==> config.mk <==
export PLATFORM = sky130hd
export DESIGN_NAME = if_fetch_stage
export DESIGN_NICKNAME = d
export VERILOG_FILES = /design/src/rtl/if_fetch_stage.sv
export SDC_FILE = /design/constraint.sdc
export NUM_CORES = 1
export LEC_CHECK = 0
export CAP_MARGIN = 20
export CORE_MARGIN = 2
export CORE_UTILIZATION = 34
export DETAILED_ROUTE_END_ITERATION = 10
export HOLD_SLACK_MARGIN = 0.06
export PLACE_DENSITY = 0.63
export SLEW_MARGIN = 20
export SYNTH_ARGS = -nofsm -noshare
export SYNTH_HDL_FRONTEND = slang
export SYNTH_SLANG_ARGS = --single-unit
==> constraint.sdc <==
create_clock -name i_clk -period 2.04 [get_ports i_clk]
set_input_delay 0.204 -clock i_clk [delete_from_list [all_inputs] [get_ports i_clk]]
set_output_delay 0.204 -clock i_clk [all_outputs]
set_load 0.02 [all_outputs]
==> src/rtl/if_fetch_stage.sv <==
// Instruction-fetch control stage: one outstanding imem request, registered IF/ID slot plus hold buffer.
// Optional stall counter port o_perf_stall_cnt when FETCH_PERF_CNT_EN is defined.
module if_fetch_stage #(
    parameter int                ADDR_W    = 32,
    parameter int                DATA_W    = 32,
    parameter logic [DATA_W-1:0] NOP_INSTR = 32'h00000013
) (
    input  logic              i_clk,
    input  logic              i_rst_n,
    input  logic              i_clk_en,
    input  logic [ADDR_W-1:0] i_pc,
    output logic              o_pc_wr_en,
    output logic              o_imem_req,
    output logic [ADDR_W-1:0] o_imem_addr,
    input  logic              i_imem_gnt,
    input  logic              i_imem_rvalid,
    input  logic [DATA_W-1:0] i_imem_rdata,
    input  logic              i_flush,
    output logic              o_id_valid,
    output logic [DATA_W-1:0] o_id_instr,
    output logic [ADDR_W-1:0] o_id_pc,
    input  logic              i_id_ready
`ifdef FETCH_PERF_CNT_EN
    ,
    output logic [31:0]       o_perf_stall_cnt
`endif
);

    typedef enum logic [2:0] {
        ST_IDLE  = 3'd0,
        ST_REQ   = 3'd1,
        ST_WAIT  = 3'd2,
        ST_FULL  = 3'd3,
        ST_DRAIN = 3'd4
    } state_t;

    state_t            state_r, state_s;
    logic              id_valid_r, id_valid_s;
    logic [DATA_W-1:0] id_instr_r, id_instr_s;
    logic [ADDR_W-1:0] id_pc_r, id_pc_s;
    logic [DATA_W-1:0] hold_instr_r, hold_instr_s;
    logic [ADDR_W-1:0] hold_pc_r, hold_pc_s;
    logic [ADDR_W-1:0] req_pc_r, req_pc_s;
    logic              load_s;
    logic [DATA_W-1:0] load_instr_s;
    logic [ADDR_W-1:0] load_pc_s;
    logic              xfer_s;
    logic              slot_free_s;

    assign xfer_s      = id_valid_r & i_id_ready;
    assign slot_free_s = ~id_valid_r | xfer_s;

    assign o_imem_addr = i_pc;
    assign o_imem_req  = i_rst_n & i_clk_en & (state_r == ST_REQ);
    // IDLE never writes the PC, even on a redirect, so the first fetch always uses the reset PC.
    assign o_pc_wr_en  = i_rst_n & i_clk_en & (state_r != ST_IDLE) &
                         (((state_r == ST_REQ) & i_imem_gnt & ~i_flush) | i_flush);

    assign o_id_valid  = id_valid_r;
    assign o_id_instr  = id_instr_r;
    assign o_id_pc     = id_pc_r;

    // Next-state and next IF/ID slot contents.
    always_comb begin
        state_s      = state_r;
        req_pc_s     = req_pc_r;
        hold_instr_s = hold_instr_r;
        hold_pc_s    = hold_pc_r;
        load_s       = 1'b0;
        load_instr_s = hold_instr_r;
        load_pc_s    = hold_pc_r;
        case (state_r)
            ST_IDLE: state_s = ST_REQ;
            ST_REQ: begin
                if (i_imem_gnt) begin
                    req_pc_s = i_pc;
                    state_s  = i_flush ? ST_DRAIN : ST_WAIT;
                end else begin
                    state_s  = ST_REQ;
                end
            end
            ST_WAIT: begin
                if (i_imem_rvalid && i_flush) begin
                    state_s = ST_REQ;
                end else if (i_imem_rvalid && slot_free_s) begin
                    load_s       = 1'b1;
                    load_instr_s = i_imem_rdata;
                    load_pc_s    = req_pc_r;
                    state_s      = ST_REQ;
                end else if (i_imem_rvalid) begin
                    hold_instr_s = i_imem_rdata;
                    hold_pc_s    = req_pc_r;
                    state_s      = ST_FULL;
                end else begin
                    state_s = i_flush ? ST_DRAIN : ST_WAIT;
                end
            end
            ST_FULL: begin
                if (i_flush) begin
                    state_s = ST_REQ;
                end else if (xfer_s) begin
                    load_s  = 1'b1;
                    state_s = ST_REQ;
                end else begin
                    state_s = ST_FULL;
                end
            end
            ST_DRAIN: state_s = i_imem_rvalid ? ST_REQ : ST_DRAIN;
            default:  state_s = ST_IDLE;
        endcase

        if (i_flush) begin
            id_valid_s = 1'b0;
            id_instr_s = NOP_INSTR;
            id_pc_s    = id_pc_r;
        end else if (load_s) begin
            id_valid_s = 1'b1;
            id_instr_s = load_instr_s;
            id_pc_s    = load_pc_s;
        end else if (xfer_s) begin
            id_valid_s = 1'b0;
            id_instr_s = NOP_INSTR;
            id_pc_s    = id_pc_r;
        end else begin
            id_valid_s = id_valid_r;
            id_instr_s = id_instr_r;
            id_pc_s    = id_pc_r;
        end
    end

    // State and IF/ID registers; everything freezes while the clock enable is low.
    always_ff @(posedge i_clk) begin
        if (!i_rst_n) begin
            state_r      <= ST_IDLE;
            id_valid_r   <= 1'b0;
            id_instr_r   <= NOP_INSTR;
            id_pc_r      <= {ADDR_W{1'b0}};
            hold_instr_r <= NOP_INSTR;
            hold_pc_r    <= {ADDR_W{1'b0}};
            req_pc_r     <= {ADDR_W{1'b0}};
        end else if (i_clk_en) begin
            state_r      <= state_s;
            id_valid_r   <= id_valid_s;
            id_instr_r   <= id_instr_s;
            id_pc_r      <= id_pc_s;
            hold_instr_r <= hold_instr_s;
            hold_pc_r    <= hold_pc_s;
            req_pc_r     <= req_pc_s;
        end
    end

`ifdef FETCH_PERF_CNT_EN
    logic [31:0] perf_cnt_r;

    assign o_perf_stall_cnt = perf_cnt_r;

    // Counts enabled cycles with an empty IF/ID slot; wraps naturally.
    always_ff @(posedge i_clk) begin
        if (!i_rst_n) begin
            perf_cnt_r <= 32'd0;
        end else if (i_clk_en && !id_valid_r) begin
            perf_cnt_r <= perf_cnt_r + 32'd1;
        end
    end
`endif

endmodule

== After elaboration in Yosys (flattened, before gate mapping) ==
Index checks and enable logic that the tools add are counted.
Word-level totals
  flip-flop bits (word level): 164
  input port bits: 71
  output and inout port bits: 99
  word-level logic and storage cells: 59
Operators by class
  equality and inequality tests: 4
  multiplexer cells: 26
  bitwise logic cells: 13
  reduce and logical (&&, ||, !) cells: 9
Operator list (count)
  $mux 32: 9
  $mux 3: 6
  $pmux 3 s5: 1
  $and 1x1->1: 7
  $mux 1: 7
  $eq 3x2->1 const B: 2
  $reduce_and 3->1: 2
  $reduce_bool 3->1: 2
  $reduce_and 5->1: 1
  $mux 2: 2
  $not 1->1: 4
  $eq 3x1->1 const B: 1
  $eq 3x3->1 const B: 1
  $logic_not 3->1: 1
  $logic_and 1x1->1: 2
  $or 1x1->1: 2
  $pmux 1 s2: 1
  $reduce_and 2->1: 1

== Depth between registers and ports, before layout ==
  depth after elaboration: 8
  gate-level depth with buffers: 7
  gate-level depth less buffers: 4

== Worst setup path before layout ==
OpenSTA, ideal clock, no wires.
  kind: register -> register
  start: register id_valid_r, in the netlist o_id_valid
  end: register id_pc_r[0], in the netlist o_id_pc[0]
  setup time: 0.068 ns
  arrival time: 1.608 ns
  data required time: 1.972 ns
  path slack: 0.365 ns
  stages on the path, launching flop included: 7
  buffers on the path: 2
  cell sequence: dfxtp_1 -> nand2b_1 -> and3_1 -> buf_6 -> a221oi_4 -> buf_6 -> o2bb2ai_2
Between the ends
  word-level cells in the longest chain between the ends: 7
RTL lines
  from (decl): RTL line 38  | logic id_valid_r, id_valid_s;
  from (signal assigned): RTL line 143  | id_valid_r <= id_valid_s;
  $and 1x1->1 or $not 1->1 (tied branches): RTL line 50, 51
  $or 1x1->1: RTL line 51  | assign slot_free_s = ~id_valid_r | xfer_s;
  $logic_and 1x1->1: RTL line 85  | end else if (i_imem_rvalid && slot_free_s) begin
  $mux 1: RTL line 85
  $mux 1: RTL line 83  | if (i_imem_rvalid && i_flush) begin
  $pmux 1 s2: RTL line 72  | case (state_r)
  $reduce_and 3->1 (no line)
  to (signal assigned): RTL line 137  | id_pc_r <= {ADDR_W{1'b0}};
  to (signal assigned): RTL line 145  | id_pc_r <= id_pc_s;
  to (decl): RTL line 40  | logic [ADDR_W-1:0] id_pc_r, id_pc_s;
Parallel ways exist; a longest one is shown, timed or not.
A chain may end at the register's enable or synchronous reset.

== Final worst setup path ==
  start: register state_r[1]
  end: output o_pc_wr_en
Between the ends
  word-level cells in the longest chain between the ends: 5
RTL lines
  from (decl): RTL line 37  | state_t state_r, state_s;
  from (signal assigned): RTL line 142  | state_r <= state_s;
  $eq 3x1->1: RTL line 57  | (((state_r == ST_REQ) & i_imem_gnt & ~i_flush) | i_flush);
  $and 1x1->1 (2 in a row): RTL line 57
  $or 1x1->1: RTL line 57
  $and 1x1->1 (*): RTL line 56  | assign o_pc_wr_en = i_rst_n & i_clk_en & (state_r != ST_IDLE) &
  to (decl): RTL line 12  | output logic o_pc_wr_en,
Every way passes the cells marked *; elsewhere a longest branch is shown, timed or not.

==> impl_metrics.yaml <==
status:
  status: "complete, no violations"
timing:
  finClkSkew_ns: 0.0100
  timing.final.crit_share_pct: 92.7
  worst_pin_slew_ns: 0.631
  setup_ws_ns: 0.148
  fin_tns_setup_ns: 0
  slew_headroom_pct: 57.9
  hold_violations: 0
  slew_violations: 0
  rsz0062_at_grt: "false"
  setup_viol: 0
  post-route-min-period_ns: 1.89
  fmax_mhz: 529
cells_and_area:
  stdcell_area_um2: 9410
  drive_gt1_share_pct: 13.6
  final_nets: 959
  area_growth_pct: 35.6
drt:
  viasPerCell: 4.86
  final_antenna_net_count: 0
  post-route-drc-count: 0
  routedWlPerCell_um: 15.1
  first_pass_iters: 5
  num_vias: 5692
  drt_iter0_drc: 245
  wl_mm: 17.7
power_and_ir_drop:
  p_int_w: 0.00568
  pwr-share-clk_pct: 46.6
  combPwrFrac_pct: 8.3
  leakagePower_nw: 3.34
  power.density_nw_per_um2: 772
  ir_drop_mv: 0.545
  p_sw_share_pct: 21.8
  power_switching_w: 0.00159
  seq_power_share_pct: 45.1
placement:
  port-buffer-count: 169
  dp_slack_ns: -0.00616
  dp_hpwl_mm: 11.4
  globalplace.congestion: 0.810
  placed_cell_area_um2: 8780
grt:
  grt_max_degree: 111
  grt_pass1_vias: 5504
  grt_pass1_wl_mm: 28.5
  antenna_found_initial: 0
  grt_util_all_layers_pct: 16.5
  grt_overflow_total: 0
synth:
  ys_ff_latch: 164
  yosysWarnings: 0
  synth.distinct_cells: 43
  synth_fp_nets: 831
  ys_seq_area_share_pct: 47.3
  synth_top_cell_area_share_pct: 47.3
  ys.flop_type: "dfxtp_1"
  synthArstFlopShare_pct: 0
  syn_area_um2: 6940
  yosys.area.top_type: "dfxtp_1"
  avgSynthCellArea_um2: 9.13
  ys_top_cells_by_area: "dfxtp_1 (47%), nand2_1 (11%), a21oi_1 (9.0%), o2bb2ai_2 (6.5%), mux2i_1 (4.6%)"
  synth-edff-count: 0
  syn_inst: 760
floorplan:
  coreArea_um2: 20100
  initial_core_util_pct: 34.5
  dieArea_um2: 21600
  die_w_um: 147
  die_y_um: 147
  ios: 170
  row_count: 52
critical_path:
  cp_slowest_cell: "dfxtp_1"
  path_cells: "nor2_1 > a21oi_1 > nor3_1 > buf_4 > dlygate4sd2_1"
  r2r_cells: 6
  r2r_start: "state_r[1]"
  critical_path.endpoint: "o_pc_wr_en"
  crit_required_ns: 1.84
  crit_type: "register to output pin"
  startpoint: "state_r[1]"
  slowest_delay_ns: 0.51
  cp-start-kind: "register"
  cp-end-kind: "output pin"
  crit_arrival_ns: 1.69
  cp_max_fo: 11
  reg2reg_setup_slack_ns: 0.18
  r2r_end: "o_id_instr[7]"
cts:
  holdBufCountCts: 0
  cts_root_buf: "clkbuf_16"
  clk_pin_slew_worst_paths_ns: 0.06
  cts_tree: "yes"
  htreeDepth: 4
  cts_sinks: 164
  clockBufferDepth: 2
  cts_buffers: 17
  clk_latency_ns: 0.42
flow_run:
  drv_cap: 0
min_path:
  hold_path.class: "input pin to register"
-- critical path: cells and delay by family (launching register included) --
kind / cells / cell delay [ns]
flip-flops: 1 / 0.51
buffers and inverters: 2 / 0.45
AND/OR/NAND/NOR: 2 / 0.16
AO/OA/AOI/OAI: 1 / 0.16
-- Yosys cell counts (6+ instances only) --
master and count:
a211oi_2 10, nand2_1 208, a221o_1 13, o2bb2ai_2 30, mux2i_1 32, a22oi_2 10
buf_4 41, a22oi_1 6, a211oi_1 6, inv_1 6, a21oi_1 125, clkbuf_1 31
buf_2 17, dfxtp_1 164
-- through the flow --
stage	std cells	total power, W	hold slack (ns)	util, %
after global placement	1139	0.00395	0.440	43.7
after global routing	1170	0.00753	0.368	46.8
after floorplan	760	0.00365	0.328	-
after CTS	1170	0.00734	0.339	46.8
final	1171	0.00727	0.354	46.8
after detailed placement	1139	0.00396	0.446	43.7
-- what timing repair did --
action,4_1_cts,5_1_grt
setup buffers,0,0
endpoints found under the setup margin,2,0
resized for setup,2,0
-- layout make-up --
type | instances | area [um2]
sequential | 164 | 3280
multi-input combinational | 495 | 3070
antenna | 1 | 2.50
clock buffer | 22 | 474
timing repair buffer | 204 | 2060
fill | 1868 | 10700
tap | 270 | 338
clock inverter | 9 | 151
inverter | 6 | 25.0
-- layout by cell type (no fill, tap or decap), types with 6 or more instances in the layout --
cell,netlist,final
a211oi_2,10,10
mux2i_1,32,32
buf_12,0,9
dfxtp_1,164,164
buf_4,41,26
clkbuf_16,0,17
clkdlybuf4s50_1,0,167
nand2_1,208,208
a221o_1,13,13
a211oi_1,6,6
a22oi_1,6,6
o2bb2ai_2,30,30
a21oi_1,125,125
a22oi_2,10,10
-- cells by family after synthesis --
family | count (synthesis) | share of synthesized area, %
simple gates | 241 | 14.5
compound gates | 222 | 25.0
flops | 164 | 47.3
buf+inv | 101 | 8.58
mux | 32 | 4.62
-- per-layer routing --
| layer | vias up | global-route usage (%) | part of all wire [%] |
|---|---|---|---|
| li1 | 2871 | - | - |
| met1 | 2639 | 21.4 | 46 |
| met2 | 165 | 27.4 | 48 |
| met3 | 17 | 4.07 | 4.9 |
| met4 | 0 | 4.95 | 1.2 |
| met5 | - | 0 | 0 |
-- power by group through the flow --
stage | registers, W | clock network [W] | logic, W
3_5_place_dp | 0.00335 | 0 | 0.000609
3_3_place_gp | 0.00335 | 0 | 0.000609
4_1_cts | 0.00328 | 0.00346 | 0.000611
5_1_grt | 0.00328 | 0.00360 | 0.000646
6_report | 0.00328 | 0.00339 | 0.000606
2_1_floorplan | 0.00336 | 0 | 0.000283
-- sequential cells by signal, summed over array words and instances (netlist names) --
signal        count
req_pc_r         32
o_id_instr       32
o_id_valid        1
hold_pc_r        32
hold_instr_r     32
o_id_pc          32
state_r           3
-- how the worst min path moves through the flow --
stage	start	endpoint	slack, ns	cells past startpoint
after floorplan	i_imem_rdata[0]	hold_instr_r[0]	0.33	2
after global placement	hold_instr_r[0]	hold_instr_r[0]	0.44	2
after detailed placement	hold_instr_r[5]	hold_instr_r[5]	0.45	2
after CTS	i_pc[24]	req_pc_r[24]	0.34	3
after global routing	i_pc[29]	req_pc_r[29]	0.37	3
final	i_pc[24]	req_pc_r[24]	0.35	3
Power figures use the tool's default switching activity.
==> edit: new RTL, same flow settings <==
Change the parameter `ADDR_W` from 32 to 36.
--- a/src/rtl/if_fetch_stage.sv
+++ b/src/rtl/if_fetch_stage.sv
@@ -3,3 +3,3 @@
 module if_fetch_stage #(
-    parameter int                ADDR_W    = 32,
+    parameter int                ADDR_W    = 36,
     parameter int                DATA_W    = 32,
Interface: changed (resized i_pc, o_id_pc and o_imem_addr); port bits go from 170 to 182. No check against the original RTL was run, so the function may have changed too.
==> edit against the unedited design <==
  * Sequential cell count up 12
  * Routed wire length up 11%
  * Hold slack worse by 2.2 ps
  * Total power up 1.7%
  * Synthesized area up 2.3%
  * Global-route usage up 1.4 points
  * Worst setup slack better by 28 ps
  * Synthesized cell count up 6.7%
  * Design area up 3.0%
  * Largest power group is now registers
==> edit: results <==
group,metric,value,unit
placed_design,place_area,9100,um^2
cells_and_area,drive_above_1_share,8.15,%
route,met2WireLength,8730,um
pwr,vdd_ir_drop_max,0.543,mV
timing,hold_slack,352,ps
critical_path,cp_max_fo,9,
cells_and_area,fin_nets,1020,
route,wl_per_cell,15.9,um
synthesis,synth_common_cells,"nand2_1 (224), dfxtp_1 (176), a21oi_1 (133)",
critical_path,crit_arrival,1660,ps
placed_design,dp_slack,-77.1,ps
grt,use_met2,27.9,%
worst_hold_path,whs_endpoint,"req_pc_r[30]$_SDFFE_PN0P_",
grt,grt_usage,17.9,%
outcome,status,"finished clean",
critical_path,r2r_cells,5,
pwr,p_leak,3.49,nW
critical_path,r2r_end,"o_id_pc[13]$_SDFFE_PN0P_",
placed_design,place_congestion,0.788,
placed_design,dp_hpwl,12400,um
timing,slew_headroom,52.4,%
synthesis,synth_area_leaders,"dfxtp_1 (50%), nand2_1 (12%), a21oi_1 (9.4%), mux2i_1 (5.1%), buf_4 (4.5%)",
placed_design,dp.cells,1196,
critical_path,slowest_delay,360,ps
pwr,switching_share,23.3,%
grt,grt_max_degree,67,
cells_and_area,antenna_cells,0,
grt,grt_pass1_wl,31400,um
critical_path,slowest_stage,"dlygate4sd2_1",
cells_and_area,register_area,3520,um^2
synthesis,yosysUniqueCellTypes,39,
synthesis,yosysSeqAreaShare,49.6,%
grt,grt.met1_usage,24.9,%
timing,fin_skew,5.42,ps
grt,globalRouteMet3Util,4.29,%
route,dr.first_iter.drc_count,371,
critical_path,r2r_slack,240,ps
route,vias,6084,
synthesis,synth.net_count,886,
synthesis,synth_cells,811,
critical_path,rr_startpoint,"o_id_valid$_SDFFE_PN0P_",
grt,grt_pass1_vias,5941,
route,met3_length,1220,um
placed_design,portBuffers,181,
cells_and_area,fillers,1974,
[edit: cell types whose count changed after synthesis, sizes merged]
cell	change
buf	+3
a21oi	+8
mux2i	+4
clkbuf	+4
dfxtp	+12
o2bb2ai	+4
nand2	+16
[edit: power groups by stage]
stage / sequential (mW) / combinational, mW / clock, mW
after detailed placement: 3.59 / 0.647 / 0
after global routing: 3.51 / 0.695 / 3.46
final: 3.51 / 0.646 / 3.24
after global placement: 3.59 / 0.648 / 0
after floorplan: 3.61 / 0.283 / 0
after CTS: 3.51 / 0.651 / 3.31
[edit: repair_timing]
action,in CTS,in global routing
endpoints found under the hold margin,0,0
resized for setup,2,1
setup endpoints to repair,2,1
[edit: cell type report]
type	count	share of cell area [%]
Inverter	6	0.258
Sequential cell	176	36.4
Clock inverter	12	1.37
Multi-Input combinational cell	527	30.7
Timing Repair Buffer	217	23.1
Clock buffer	19	4.67
Tap cell	270	3.49
[edit: cells by family after synthesis]
group,Yosys count,synth area share [%]
AND/OR/NAND/NOR,257,15.0
buffers and inverters,108,8.74
flip-flops,176,49.6
multiplexers,36,5.08
AO/OA/AOI/OAI,234,21.6
[edit: tightest hold or removal path, cell delays in order]
cell and delay [ps]:
clkdlybuf4s50_1 420, nand2_1 60, a21oi_1 50
[edit: worst max path at each step]
stage / endpoint / slack (ps) / cells past startpoint
final: o_pc_wr_en / 180 / 5
after global routing: o_pc_wr_en / 70 / 5
after CTS: o_pc_wr_en / 130 / 5
after detailed placement: o_id_instr[28]$_SDFFE_PN0P_ / -80 / 5
after global placement: o_id_instr[22]$_SDFFE_PN0P_ / -50 / 5
after floorplan: o_id_pc[25]$_SDFFE_PN0P_ / 310 / 6
